===== src/rtl/fp_in_deser.sv =====
// Byte-serial operand deserializer for a double-precision multiplier: collects a
// 16-byte frame (A then B, LSB first), classifies both operands and holds them for a handshake.
module fp_in_deser #(
  parameter int BYTES_PER_OP = 8
) (
  input  logic                      CLK,
  input  logic                      RESET,
  input  logic                      ENABLE,
  input  logic [7:0]                DATA_IN,
  input  logic                      OP_READY,
  output logic                      OP_VALID,
  output logic [8*BYTES_PER_OP-1:0] OP_A,
  output logic [8*BYTES_PER_OP-1:0] OP_B,
  output logic [2:0]                CLASS_A,
  output logic [2:0]                CLASS_B,
  output logic                      RES_NAN,
  output logic                      FRAME_ERR,
  output logic                      OVERRUN
);

  localparam int         OP_W = 8 * BYTES_PER_OP;
  localparam logic [2:0] LAST = 3'(BYTES_PER_OP - 1);

  typedef enum logic [1:0] {IDLE, LOAD_A, LOAD_B, HOLD} state_t;

  state_t          state, state_nxt;
  logic [2:0]      cnt, cnt_nxt;
  logic            ld_a, ld_b, commit;
  logic            vld_nxt, ferr_nxt, ovr_nxt;
  logic [OP_W-1:0] sh_a, sh_b;
  logic [OP_W-1:0] b_full;
  logic [2:0]      cls_a, cls_b;

  // Returns {NAN, INF, ZERO}; subnormals and normals report 000.
  function automatic logic [2:0] classify(input logic [OP_W-1:0] x);
    logic exp_max, exp_zero, frac_zero;
    exp_max   = &x[62:52];
    exp_zero  = ~|x[62:52];
    frac_zero = ~|x[51:0];
    return {exp_max & ~frac_zero, exp_max & frac_zero, exp_zero & frac_zero};
  endfunction

  function automatic logic product_nan(input logic [2:0] ca, input logic [2:0] cb);
    return ca[2] | cb[2] | (ca[1] & cb[0]) | (ca[0] & cb[1]);
  endfunction

  always_ff @(posedge CLK or negedge RESET) begin
    if (!RESET) begin
      state     <= IDLE;
      cnt       <= 3'd0;
      OP_VALID  <= 1'b0;
      FRAME_ERR <= 1'b0;
      OVERRUN   <= 1'b0;
    end else begin
      state     <= state_nxt;
      cnt       <= cnt_nxt;
      OP_VALID  <= vld_nxt;
      FRAME_ERR <= ferr_nxt;
      OVERRUN   <= ovr_nxt;
    end
  end

  always_comb begin
    state_nxt = state;
    cnt_nxt   = cnt;
    ld_a      = 1'b0;
    ld_b      = 1'b0;
    commit    = 1'b0;
    vld_nxt   = OP_VALID;
    ferr_nxt  = 1'b0;
    ovr_nxt   = 1'b0;
    case (state)
      IDLE: begin
        if (ENABLE) begin
          ld_a      = 1'b1;
          cnt_nxt   = 3'd1;
          state_nxt = LOAD_A;
        end
      end
      LOAD_A: begin
        if (ENABLE) begin
          ld_a = 1'b1;
          if (cnt == LAST) begin
            cnt_nxt   = 3'd0;
            state_nxt = LOAD_B;
          end else begin
            cnt_nxt = cnt + 3'd1;
          end
        end else begin
          cnt_nxt   = 3'd0;
          ferr_nxt  = 1'b1;
          state_nxt = IDLE;
        end
      end
      LOAD_B: begin
        if (ENABLE) begin
          ld_b = 1'b1;
          if (cnt == LAST) begin
            cnt_nxt   = 3'd0;
            commit    = 1'b1;
            vld_nxt   = 1'b1;
            state_nxt = HOLD;
          end else begin
            cnt_nxt = cnt + 3'd1;
          end
        end else begin
          cnt_nxt   = 3'd0;
          ferr_nxt  = 1'b1;
          state_nxt = IDLE;
        end
      end
      HOLD: begin
        ovr_nxt = ENABLE;
        if (OP_READY) begin
          vld_nxt   = 1'b0;
          state_nxt = IDLE;
        end
      end
      default: state_nxt = IDLE;
    endcase
  end

  // Shift registers move only on accepted bytes; the newest byte enters at the top.
  always_ff @(posedge CLK) begin
    if (ld_a) sh_a <= {DATA_IN, sh_a[OP_W-1:8]};
    if (ld_b) sh_b <= {DATA_IN, sh_b[OP_W-1:8]};
  end

  // The final B byte is still on DATA_IN at the commit edge, so fold it in here.
  assign b_full = {DATA_IN, sh_b[OP_W-1:8]};
  assign cls_a  = classify(sh_a);
  assign cls_b  = classify(b_full);

  always_ff @(posedge CLK or negedge RESET) begin
    if (!RESET) begin
      OP_A    <= '0;
      OP_B    <= '0;
      CLASS_A <= 3'b001;
      CLASS_B <= 3'b001;
      RES_NAN <= 1'b0;
    end else if (commit) begin
      OP_A    <= sh_a;
      OP_B    <= b_full;
      CLASS_A <= cls_a;
      CLASS_B <= cls_b;
      RES_NAN <= product_nan(cls_a, cls_b);
    end
  end

endmodule


===== config.mk =====
export PLATFORM = sky130hd
export DESIGN_NAME = fp_in_deser
export DESIGN_NICKNAME = d
export VERILOG_FILES = /design/src/rtl/fp_in_deser.sv
export SDC_FILE = /design/constraint.sdc
export NUM_CORES = 1
export LEC_CHECK = 0
export CELL_PAD_IN_SITES_DETAIL_PLACEMENT = 1
export CELL_PAD_IN_SITES_GLOBAL_PLACEMENT = 2
export CORE_UTILIZATION = 30
export DETAILED_ROUTE_END_ITERATION = 10
export DONT_BUFFER_PORTS = 1
export PLACE_DENSITY = 0.66
export SYNTH_ARGS = -nofsm -noshare
export SYNTH_HDL_FRONTEND = slang
export SYNTH_SLANG_ARGS = --single-unit
export TNS_END_PERCENT = 20

===== constraint.sdc =====
create_clock -name CLK -period 4.6 [get_ports CLK]
set_input_delay 1.38 -clock CLK [delete_from_list [all_inputs] [get_ports CLK]]
set_output_delay 1.38 -clock CLK [all_outputs]
set_load 0.1 [all_outputs]

# Word level (Yosys, flattened, before mapping)
# Cells that the tools add are included.
# Widths: inputs -> output; s select.
# word_totals
ff_bits	271
input_bits	12
output_inout_bits	138
elab_cells	76
# op_classes
add_sub_neg	1
n_eq_ne	10
mux	24
bitwise	11
n_reduce_logical	18
# ops
cell	count
$reduce_or 52->1	2
$reduce_and 11->1	2
$reduce_or 11->1	2
$mux 1	12
$mux 2	6
$mux 3	3
$and 1x1->1	8
$ne 2x2->1 const B	4
$pmux 2 s4	1
$reduce_and 4->1	2
$ne 3x3->1 const B	2
$pmux 3 s2	1
$eq 2x2->1 const B	2
$logic_not 1->1	4
$reduce_bool 2->1	2
$reduce_or 2->1	2
$add 3x1->3 const B	1
$eq 3x3->1 const B	1
$or 1x1->1	3
$eq 2x1->1 const B	1
$logic_not 2->1	1
$pmux 1 s2	1
$reduce_and 2->1	1

# Depth between registers and ports, before layout
# logic_depth
ltp_word	6
mapped_depth	9
mapped_depth_nobuf	7

# Least setup slack after synthesis
# OpenSTA, ideal clock, no wires.
# synth_timing
path_kind	input to register
from	input port ENABLE
to	register sh_a[0], enable pin
setup_ns	0.427
arrival_ns	3.032
required_ns	4.173
setup_slack_ns	1.141
stages	2
n_path_buf	1
cell_sequence	buf_2 -> o21a_1
# synth_via
elab_chain_cells	2
# synth_lines
element	line	rtl
from (decl)	8	input logic ENABLE,
$mux 1	74, 81	
$mux 1	n/a	
via ld_a	28	logic ld_a, ld_b, commit;
to (signal assigned)	125	if (ld_a) sh_a <= {DATA_IN, sh_a[OP_W-1:8]};
to (decl)	30	logic [OP_W-1:0] sh_a, sh_b;
# The timed path passes the listed nets, and every way through them passes these cells.
# A chain may end at the register's enable or synchronous reset.

# Worst setup path in the final report
# layout_timing
from	register CLASS_A[1]
to	output port CLASS_A[1]
# layout_rtl
element	line	rtl
from (decl)	14	output logic [2:0] CLASS_A,
from (signal assigned)	144	CLASS_A <= cls_a;
# No word-level cell between the ends.

==> impl_metrics.ini <==
[synth]
synth_top_area_cell = edfxtp_1
yosysMostFrequentCell = dfrtp_1
synth_warnings = 0
syn_area_per_cell_um2 = 18.4
ys.flop_type = dfrtp_1
synth_seq_area_share_pct = 76.4
synth_area_leaders = edfxtp_1 (38%), dfrtp_1 (38%), mux2_2 (15%)
syn_inst = 512
synthesis.nets = 530
syn_area_mm2 = 0.00941
netlist.area_leader.share_pct = 38.3
ys_types = 31
synth_commonest_cells = dfrtp_1 (141), mux2_2 (129), edfxtp_1 (120), nor4_1 (32), nand2_1 (17)
ys_async_sr_fraction_pct = 54.4
synth-edff-count = 120
ys_seq_elements = 263

[run]
drv_cap = 0

[grt]
grt_pass1_vias = 4877
track_usage_pct = 12.2
grt_max_degree = 144
antenna_found_initial = 0
gr-total-overflow = 0
grt_pass1_wl_um = 30000

[drt]
routedWlPerCell_um = 21.0
post-route-drc-count = 26
ant_nets = 0
drt-total-wl_um = 19900
drt_pass1_iterations = 7
vias = 4495
via_per_inst = 4.74
drt_iter0_drc = 181

[worst_hold_path]
hold_end = sh_b[45]$_DFFE_PP_
worstHoldPathType = flop to flop
whs_path_depth = 0
min-delay-start = sh_b[53]$_DFFE_PP_

[worst_setup_path]
cp.arrival_ps = 1510
worstReg2RegStart = cnt[0]$_DFFE_PN0P_
crit_fanout = 2
cp-start-kind = flop
reg2reg_slack_ps = 2040
cp.depth = 0
r2r-end = OP_A[1]$_DFFE_PN0P_
reg2regPathDepth = 5
required_ps = 3220
cp-end-kind = primary output
path_class = flop to primary output

[clocking]
clockBufferDepth = 3
cts_buffers = 29
clk_latency_ps = 530
cts_setup_buffers = 0
clk_pin_slew_ps = 60
cts.sinks = 263
cts_resized = 0
cts-htree-levels = 1
cts_root_buf = clkbuf_16
tritoncts = yes
postCtsHoldBufs = 0

[layout]
drive_gt1_share_pct = 33.3
area_delta_synth_final_pct = 14.7
nNetsFinal = 549
diodes = 0
stdcell_area_mm2 = 0.0108

[timing]
hold_viol_final = 0
period_minus_slack_ps = 2890
whs_ps = 475
fin_tns_setup_ps = 0
worst_pin_slew_ps = 984
max_freq_ghz = 0.346
rsz0062_at_grt = false
drv_slew = 0
timing.final.crit_share_pct = 62.9
maxSlewHeadroom_pct = 34.4
finClkSkew_ps = 14.1
setup_viol = 0

[power_and_ir_drop]
ir_worst_vdd_uv = 289
cellLeakagePower_uw = 0.00456
p_per_area_mw_per_mm2 = 568

[placed_design]
placed_area_mm2 = 0.00988
routabilityCongestion = 0.753
portBuffers = 0
dp_hpwl_um = 13300

[floorplan]
core-area_mm2 = 0.0307
die-area_mm2 = 0.0321
ioPinCount = 150
die_h_um = 179
rows = 64
initial_core_util_pct = 30.6
chipWidth_um = 179

[run_status]
status = finished with violations
violations = DRC
==> layout by cell type (no fill, tap or decap), types with 5 or more instances in the layout <==
| cell type | n |
|---|---|
| nand2_1 | 17 |
| mux2_2 | 129 |
| ha_1 | 6 |
| inv_1 | 5 |
| nand4_1 | 8 |
| nor4_1 | 32 |
| o21ai_0 | 6 |
| clkbuf_1 | 14 |
| nand3_1 | 5 |
| clkbuf_16 | 29 |
| dfrtp_1 | 141 |
| edfxtp_1 | 120 |
==> registers in the layout (all words and copies together), names as in the netlist <==
| name | flops |
|---|---|
| CLASS_A | 3 |
| CLASS_B | 3 |
| FRAME_ERR | 1 |
| OP_A | 64 |
| OP_B | 64 |
| OP_VALID | 1 |
| OVERRUN | 1 |
| RES_NAN | 1 |
| cnt | 3 |
| sh_a | 64 |
| sh_b | 56 |
| state | 2 |
==> layer usage <==
layer	part of all wire (%)	global-route usage, %
met5	0	0
met4	1.7	3.50
met3	7.9	4.03
met2	48	20.1
met1	42	15.3
==> stage by stage <==
| stage | cells | worst slack [ps] | total power (uW) | util (%) |
|---|---|---|---|---|
| 2_1_floorplan | 512 | 1140 | 3780 | - |
| 3_3_place_gp | 896 | 1630 | 3940 | 32.1 |
| 3_5_place_dp | 896 | 1550 | 3980 | 32.1 |
| 4_1_cts | 949 | 1660 | 6210 | 35.1 |
| 5_1_grt | 949 | 1660 | 6370 | 35.1 |
| 6_report | 949 | 1710 | 6130 | 35.1 |
==> area by class of cell <==
cell class / count / area (um2)
sequential: 263 / 7180
clock inverter: 8 / 101
tap: 396 / 495
clock buffer: 45 / 806
timing repair buffer: 4 / 42.5
inverter: 5 / 18.8
multi-input combinational: 228 / 2140
fill: 3112 / 20000
==> power breakdown <==
group	leakage [uW]	switching [uW]	internal [uW]
Clock	0.000429	896	1310
Sequential	0.00309	720	2840
Combinational	0.00103	226	133
==> worst max path at each step <==
stage | from | end | slack, ps
after floorplan | ENABLE | sh_a[0]$_DFFE_PP_ | 1140
after global placement | ENABLE | RES_NAN$_DFFE_PN0P_ | 1630
after detailed placement | ENABLE | RES_NAN$_DFFE_PN0P_ | 1550
after CTS | RES_NAN$_DFFE_PN0P_ | RES_NAN | 1660
after global routing | CLASS_B[2]$_DFFE_PN0P_ | CLASS_B[2] | 1660
final | CLASS_A[1]$_DFFE_PN0P_ | CLASS_A[1] | 1710
==> cells by family (layout without fill, tap and decap cells) <==
logic type                 after synthesis  count (layout)  share of synthesized area [%]
muxes                                  129             129                           15.4
DFF                                    263             263                           76.4
and+or+nand+nor                         74              74                           4.81
adders and majority gates                6               6                          0.798
buffers and inverters                   21              62                           1.05
AOI/OAI and AO/OA                       19              19                           1.53
Note: power is estimated with default switching activity, not from simulation.
